<file path="src/rtl/twos_pkg.sv">
// rtl/twos_pkg.sv - shared width default, FSM encoding and counter sizing for the serial decoder
package twos_pkg;

    localparam int DEFAULT_WIDTH = 8;
    localparam int DEFAULT_CNT_W = $clog2(DEFAULT_WIDTH + 1);

    typedef enum logic [1:0] {
        IDLE  = 2'd0,
        SHIFT = 2'd1,
        DONE  = 2'd2
    } state_t;

    function automatic int cnt_width(input int width);
        return $clog2(width + 1);
    endfunction

endpackage

</file>
<file path="src/rtl/fulladder.sv">
// rtl/fulladder.sv - single-bit full adder used as the serial bit cell
module fulladder (
    input  logic A,
    input  logic B,
    input  logic Cin,
    output logic Y,
    output logic Carry
);

    assign Y     = A ^ B ^ Cin;
    assign Carry = (A & B) | (A & Cin) | (B & Cin);

endmodule

</file>
<file path="src/rtl/twos_decode_serial.sv">
// rtl/twos_decode_serial.sv - bit-serial two's-complement to sign-magnitude decoder
module twos_decode_serial
    import twos_pkg::*;
#(
    parameter int WIDTH = DEFAULT_WIDTH
) (
    input  logic             clk,
    input  logic             reset,
    input  logic             in_valid,
    output logic             in_ready,
    input  logic [WIDTH-1:0] in_data,
    output logic             out_valid,
    input  logic             out_ready,
    output logic             out_sign,
    output logic [WIDTH-1:0] out_mag
);

    localparam int CW = cnt_width(WIDTH);

    state_t           state;
    state_t           state_next;
    logic [CW-1:0]    bit_cnt;
    logic [WIDTH-1:0] operand;
    logic [WIDTH-1:0] mag;
    logic             sign_q;
    logic             carry;
    logic             sign_out_q;
    logic             accept;
    logic             last_bit;
    logic             fa_a;
    logic             fa_sum;
    logic             fa_cout;

    assign in_ready  = (state == IDLE) && !reset;
    assign accept    = in_valid && in_ready;
    assign out_valid = (state == DONE);
    assign out_sign  = sign_out_q;
    assign out_mag   = mag;
    assign last_bit  = (bit_cnt == CW'(WIDTH - 1));

    // |x| = (x ^ sign) + sign, evaluated one bit per cycle with the carry seeded by the sign
    assign fa_a = operand[0] ^ sign_q;

    fulladder u_bit_cell (
        .A     (fa_a),
        .B     (1'b0),
        .Cin   (carry),
        .Y     (fa_sum),
        .Carry (fa_cout)
    );

    always_comb begin
        state_next = state;
        case (state)
            IDLE:    if (accept) state_next = SHIFT;
            SHIFT:   if (last_bit) state_next = DONE;
            DONE:    if (out_ready) state_next = IDLE;
            default: state_next = IDLE;
        endcase
    end

    always_ff @(posedge clk) begin
        if (reset) begin
            state <= IDLE;
        end else begin
            state <= state_next;
        end
    end

    always_ff @(posedge clk) begin
        if (reset) begin
            bit_cnt    <= '0;
            operand    <= '0;
            mag        <= '0;
            sign_q     <= 1'b0;
            carry      <= 1'b0;
            sign_out_q <= 1'b0;
        end else begin
            case (state)
                IDLE: begin
                    if (accept) begin
                        operand <= in_data;
                        sign_q  <= in_data[WIDTH-1];
                        carry   <= in_data[WIDTH-1];
                        bit_cnt <= '0;
                    end
                end
                SHIFT: begin
                    // sum enters at the MSB so bit i settles at position i after WIDTH shifts
                    operand <= operand >> 1;
                    mag     <= {fa_sum, mag[WIDTH-1:1]};
                    carry   <= fa_cout;
                    bit_cnt <= bit_cnt + CW'(1);
                    if (last_bit) begin
                        sign_out_q <= sign_q;
                        bit_cnt    <= '0;
                    end
                end
                DONE: begin
                end
                default: begin
                end
            endcase
        end
    end

endmodule

</file>
<file path="config.mk">
export PLATFORM = sky130hd
export DESIGN_NAME = twos_decode_serial
export DESIGN_NICKNAME = d
export VERILOG_FILES = /design/src/rtl/twos_pkg.sv /design/src/rtl/fulladder.sv /design/src/rtl/twos_decode_serial.sv
export SDC_FILE = /design/constraint.sdc
export NUM_CORES = 1
export LEC_CHECK = 0
export BUFFER_PORTS_ARGS = -buffer_cell sky130_fd_sc_hd__buf_2
export CAP_MARGIN = 40
export CORE_MARGIN = 2
export CORE_UTILIZATION = 47
export DETAILED_ROUTE_END_ITERATION = 16
export PLACE_DENSITY = 0.73
export SETUP_SLACK_MARGIN = 0.3
export SYNTH_ARGS = -nofsm -noshare
export SYNTH_HDL_FRONTEND = slang
export SYNTH_HIERARCHICAL = 1
export SYNTH_SLANG_ARGS = --single-unit
</file>
<file path="constraint.sdc">
create_clock -name clk -period 1.4 [get_ports clk]
set_input_delay 0.14 -clock clk [delete_from_list [all_inputs] [get_ports clk]]
set_output_delay 0.14 -clock clk [all_outputs]
set_load 0.02 [all_outputs]
</file>
==> results of run 1 <==
==> cells in the final DEF (no fill, tap or decap), drive strengths merged <==
master    n
or3       2
xor2      1
a2111oi   1
a211oi    1
nor3      8
or4b      1
o32ai     1
a31oi     1
fa        1
dfxtp    25
nor2b     2
conb      1
buf      32
nor4b     1
nand2    35
a21bo     1
o21a      1
nor2      2
a21oi    14
a311oi    7
inv       1
clkinv    1
nand2b    2
clkbuf    3
ha        1
a22oi     1
and3b     1
mux2i     1
nand3     6
==> worst max-delay path by stage <==
| stage | start | to | slack, ps | cells past startpoint |
|---|---|---|---|---|
| detailed placement | state[1] | bit_cnt[3] | 70 | 3 |
| floorplan | state[0] | bit_cnt[3] | 50 | 5 |
| global route | state[0] | bit_cnt[3] | 40 | 3 |
| global placement | state[1] | bit_cnt[3] | 110 | 3 |
| CTS | state[1] | operand[6] | 80 | 3 |
| finish | state[0] | bit_cnt[3] | 90 | 3 |
==> through the flow <==
step | power, mW | hold WS, ps | instances
4_1_cts | 1.312 | 65.60 | 183
2_1_floorplan | 0.9267 | 308.2 | 130
6_report | 1.307 | 69.84 | 183
3_5_place_dp | 0.9825 | 409.9 | 175
3_3_place_gp | 0.9723 | 400.0 | 175
5_1_grt | 1.372 | 59.56 | 183
==> repair_timing <==
action / in CTS / in global routing
setup buffers: 4 / 0
setup endpoints to repair: 27 / 27
gates resized for setup: 13 / 6
pin swaps: 4 / 2
hold endpoints to repair: 0 / 0
==> state kept, by name (all words and copies together), names as in the netlist <==
| signal | cells |
|---|---|
| bit_cnt | 4 |
| out_mag | 8 |
| out_sign | 1 |
| sign_q | 1 |
| operand | 8 |
| carry | 1 |
| state | 2 |
==> routing by layer <==
| metal | track usage (%) | vias to the layer above | share of wire, % |
|---|---|---|---|
| met3 | 2.857 | 4 | 3.1 |
| met4 | 9.829 | 0 | 1.4 |
| met5 | 0 | - | 0 |
| met1 | 20.57 | 446 | 47 |
| met2 | 32.92 | 19 | 49 |
| li1 | - | 503 | - |
==> logic make-up after synthesis <==
kind of cell / count (synthesis) / synth area share (%)
compound gates: 28 / 16.87
other cells: 1 / 0.3371
buf+inv: 12 / 5.961
mux: 1 / 0.8999
simple gates: 60 / 27.22
flops: 25 / 44.99
xor+xnor: 1 / 0.7875
fa+ha+maj: 2 / 2.925
==> power by group <==
group | switching, mW | internal (mW) | leakage (nW) | total [mW]
logic | 0.119 | 0.0967 | 0.327 | 0.216
clock network | 0.214 | 0.107 | 0.0177 | 0.321
registers | 0.0242 | 0.745 | 0.207 | 0.770
==> cell type report <==
cell class / instances / area share, %
Multi-Input combinational cell: 93 / 43.05
Timing Repair Buffer: 32 / 15.16
Clock inverter: 1 / 0.3610
Clock buffer: 3 / 1.625
Tap cell: 28 / 2.527
Sequential cell: 25 / 37.00
Inverter: 1 / 0.2708
==> worst reg2reg max path: cells and delay by family (launching register included) <==
family,cells,cell delay (ps)
and+or+nand+nor,1,600
DFF,1,390
muxes,1,160
AOI/OAI and AO/OA,1,90
==> flow_metrics.tcl, run 1 <==
set metrics [dict create \
    path_buf_inv 0 \
    crit_type "flop to flop" \
    fillCellCount 193 \
    grt_max_degree 29 \
    cts_max_level 1 \
    path_clk_slew_ps 140 \
    finalMaxSlewViolations 0 \
    fin_setup_tns_ps 0 \
    insertion_delay_ps 320 \
    routed-via-count 972 \
    r2r-end "bit_cnt[3]" \
    power_density_nw_per_um2 942.7 \
    cts_hold_buffers 0 \
    drive_above_1_share_pct 35.48 \
    gp_congestion 0.6712 \
    hold_path_depth 3 \
    hold_start "in_data[0]" \
    final_nets 170 \
    ir_drop_mv 0.5572 \
    cts_sinks 25 \
    fp.dieW_um 52.65 \
    dr.pass1.iters 4 \
    final_cell_area_um2 1386 \
    status "finished clean" \
    area_delta_synth_final_pct 24.63 \
    fmax_mhz 761.7 \
    yosysMostFrequentCell "nand2_1" \
    p_leak_nw 0.5516 \
    synth_edf_count 0 \
    seqCellArea_um2 513.0 \
    port_buffers 22 \
    worstPathCellList "or4b_4 > mux2i_1 > o32ai_1" \
    max_stage_delay_ps 600 \
    core_um2 2233 \
    antenna_found_initial 0 \
    ys_seq_area_share_pct 44.99 \
    ioPinCount 23 \
    grt_overflow 0 \
    synth_top_cell_area_share_pct 44.99 \
    grt_pass1_wl_um 3760 \
    hold_viol_final 0 \
    root_buffer "clkbuf_4" \
    via_per_inst 5.311 \
    hold_end "operand[0]" \
    synth.distinct_cells 31 \
    num_rows 17 \
    r2r_slack_ps 90 \
    pre_cts_slack_ps 68.53 \
    skew_ps 13.00 \
    dieArea_um2 2772 \
    utilization_pct 62.07 \
    syn_area_per_cell_um2 8.556 \
    groute.usage.overall_pct 18.38 \
    ys_ff_latch 25 \
    drc 0 \
    synth_common_cells "nand2_1 (34), dfxtp_1 (25), a21oi_1 (14)" \
    crit_path_end_kind "flop" \
    finalCritPeriodShare_pct 93.77 \
    finalSetupViolCount 0 \
    holdCritPathClass "primary input to flop" \
    multiInputGateArea_um2 596.8 \
    worst_setup_path_start_kind "flop" \
    arrival_ps 1540 \
    grt_pass1_vias 889 \
    dp_hpwl_um 1552 \
    ff2ff_path_depth 3 \
    rsz0062_at_grt "yes" \
    clockBufferDepth 2 \
    yosys_warnings 6 \
    cap_viol_max_count 0 \
    drt_iter0_drc 13 \
    yosysTopAreaCell "dfxtp_1" \
    cp_top_family "simple AND/OR/NAND/NOR gates" \
    synth_cells 130 \
    cp.required_ps 1620 \
    antenna_cells 0 \
    cpMaxStageDelayCell "or4b_4" \
    die_h_um 52.65 \
    path_max_fanout 7 \
    period_needed_ps 1313 \
    start_util_pct 49.80 \
    fin_ws_ps 87.18 \
    drt-total-wl_um 2244 \
    cts_buffers 3 \
    synthTopCellsByArea "dfxtp_1 (45%), nand2_1 (11%), a21oi_1 (6.3%), a311oi_1 (5.5%), nor3_1 (3.6%)" \
    reg2reg_from "state[0]" \
    synth_flop_cell "dfxtp_1" \
    synthesis.nets 144 \
    cts_tree "built" \
    postRouteAntennaNets 0 \
    syn_area_um2 1112 \
    post_drt_wl_per_cell_um 12.26 \
    place_area_um2 1265 \
    async_flop_share_pct 0 \
]
Power figures use the tool's default switching activity.
==> inputs of run 2 (changes only) <==
Settings changed: GPL_TIMING_DRIVEN set to 0.
Clock period 1.4 ns to 1.2 ns, I/O delays scaled along.
==> flow_metrics.tcl, run 2 (synthesis gave the netlist of run 1 again) <==
set metrics [dict create \
    maxSlewHeadroom_pct 53.74 \
    cts_max_level 1 \
    finalSetupViolCount 25 \
    holdCritPathClass "primary input to flop" \
    port_buffers 22 \
    hold_end "operand[3]" \
    r2r_slack_ps -230 \
    mostFrequentLayoutCells "nand2_1 (26), buf_4 (20), buf_6 (16), dfxtp_2 (13), buf_2 (11)" \
    dieArea_um2 2772 \
    place_area_um2 1282 \
    crit_path_end_kind "flop" \
    arrival_ps 1650 \
    dr.max_layer_used "met4" \
    finalCritPeriodShare_pct 119.0 \
    met2_length_um 1643 \
    worstPathCellList "buf_6 > or4b_4 > buf_8 > mux2i_1 > o32ai_1" \
    wl_met1_um 1453 \
    path_clk_slew_ps 130 \
    worst_setup_path_start_kind "flop" \
    holdWs_ps 57.53 \
    cp.required_ps 1420 \
    total_power_mw 1.682 \
    place_inst 180 \
    clockBufferDepth 2 \
    cts_buffers 3 \
    fin_ws_ps -227.6 \
    layout_commonest_cell "nand2_1" \
    ioPinCount 23 \
    reg2reg_from "state[0]" \
    period_needed_ps 1428 \
    final_cells 206 \
    power_density_nw_per_um2 941.9 \
    grt_pass1_wl_um 4767 \
    dr_wl_met3_um 161 \
    via_per_inst 5.485 \
    postRouteAntennaNets 0 \
    insertion_delay_ps 320 \
    fin_setup_tns_ps -3631 \
    cap_viol_max_count 0 \
    grt_max_degree 14 \
    die_h_um 52.65 \
    core_um2 2233 \
    seqCellArea_um2 524.3 \
    status "finished with violations" \
    dp_hpwl_um 1588 \
    hold_start "in_data[3]" \
    num_rows 17 \
    ir_drop_mv 1.071 \
    dr.pass1.iters 4 \
    post_drt_wl_per_cell_um 15.98 \
    final_cell_area_um2 1785 \
    drt-total-wl_um 3291 \
    skew_ps 2.146 \
    fp.dieW_um 52.65 \
    grt_pass1_vias 1014 \
    final_nets 193 \
    crit_type "flop to flop" \
    routed-via-count 1130 \
    area_delta_synth_final_pct 60.52 \
    hold_path_depth 3 \
    cts_sinks 25 \
    multiInputGateArea_um2 710.7 \
    max_stage_delay_ps 490 \
    drc 0 \
    cts_tree "built" \
    gp_congestion 0.7474 \
    drt_iter0_drc 28 \
    r2r-end "bit_cnt[3]" \
    fmax_mhz 700.5 \
    cpMaxStageDelayCell "or4b_4" \
    root_buffer "clkbuf_4" \
    antenna_cells 0 \
    cts_hold_buffers 0 \
    drive_above_1_share_pct 59.55 \
    start_util_pct 49.80 \
    groute.usage.overall_pct 23.76 \
    finalMaxSlewViolations 0 \
    ff2ff_path_depth 5 \
    worst_slew_pin_slew_ps 694.0 \
    grt_overflow 0 \
    hold_viol_final 0 \
    p_leak_nw 0.7496 \
    path_max_fanout 7 \
    antenna_found_initial 0 \
    fillCellCount 142 \
    violations "setup timing" \
    rsz0062_at_grt "yes" \
]
-- run 2: worst max path at each step --
stage	from	to	slack, ps
after floorplan	state[0]	bit_cnt[3]	-150
after global placement	reset	in_ready	-240
after detailed placement	reset	in_ready	-240
after CTS	state[0]	bit_cnt[3]	-210
after global routing	state[0]	bit_cnt[3]	-290
final	state[0]	bit_cnt[3]	-230
-- run 2: critical path, delay by kind of cell (launching register included) --
family | cells | cell delay (ps)
mux | 1 | 120
buf+inv | 2 | 290
compound gates | 1 | 90
simple gates | 1 | 490
flops | 1 | 350
-- run 2: stage by stage --
step                setup WS (ps)  utilization [%]
finish                     -227.6            79.94
global route               -288.5            79.94
CTS                        -212.0            72.04
detailed placement         -240.7            57.42
global placement           -241.9            57.42
floorplan                  -145.2                -
-- run 2: area by class of cell --
cell class              instances  share of cell area (%)
inverters                       1                  0.2102
well taps                      28                   1.962
flip-flops and latches         25                   29.36
clock buffers                   4                   1.472
plain buffers                  11                   6.377
multi-input cells              93                   39.80
repair buffers                 44                   20.81
-- run 2: repair_timing --
action,CTS,global route
endpoints found under the setup margin,36,36
cloned,2,0
gates resized for setup,55,38
buffers inserted,14,6
pin swaps,5,11
-- run 2: power breakdown --
group / total (mW) / switching (mW) / leakage, nW / internal (mW)
clock network: 0.379 / 0.248 / 0.0150 / 0.130
logic: 0.406 / 0.208 / 0.523 / 0.197
registers: 0.898 / 0.0274 / 0.211 / 0.870
total: 1.68 / 0.484 / 0.750 / 1.20
-- run 2: layer usage --
metal,GRT usage [%],vias to the layer above
met1,30.80,533
met3,3.143,2
met4,11.11,0
met5,0,-
met2,38.75,45
li1,-,550
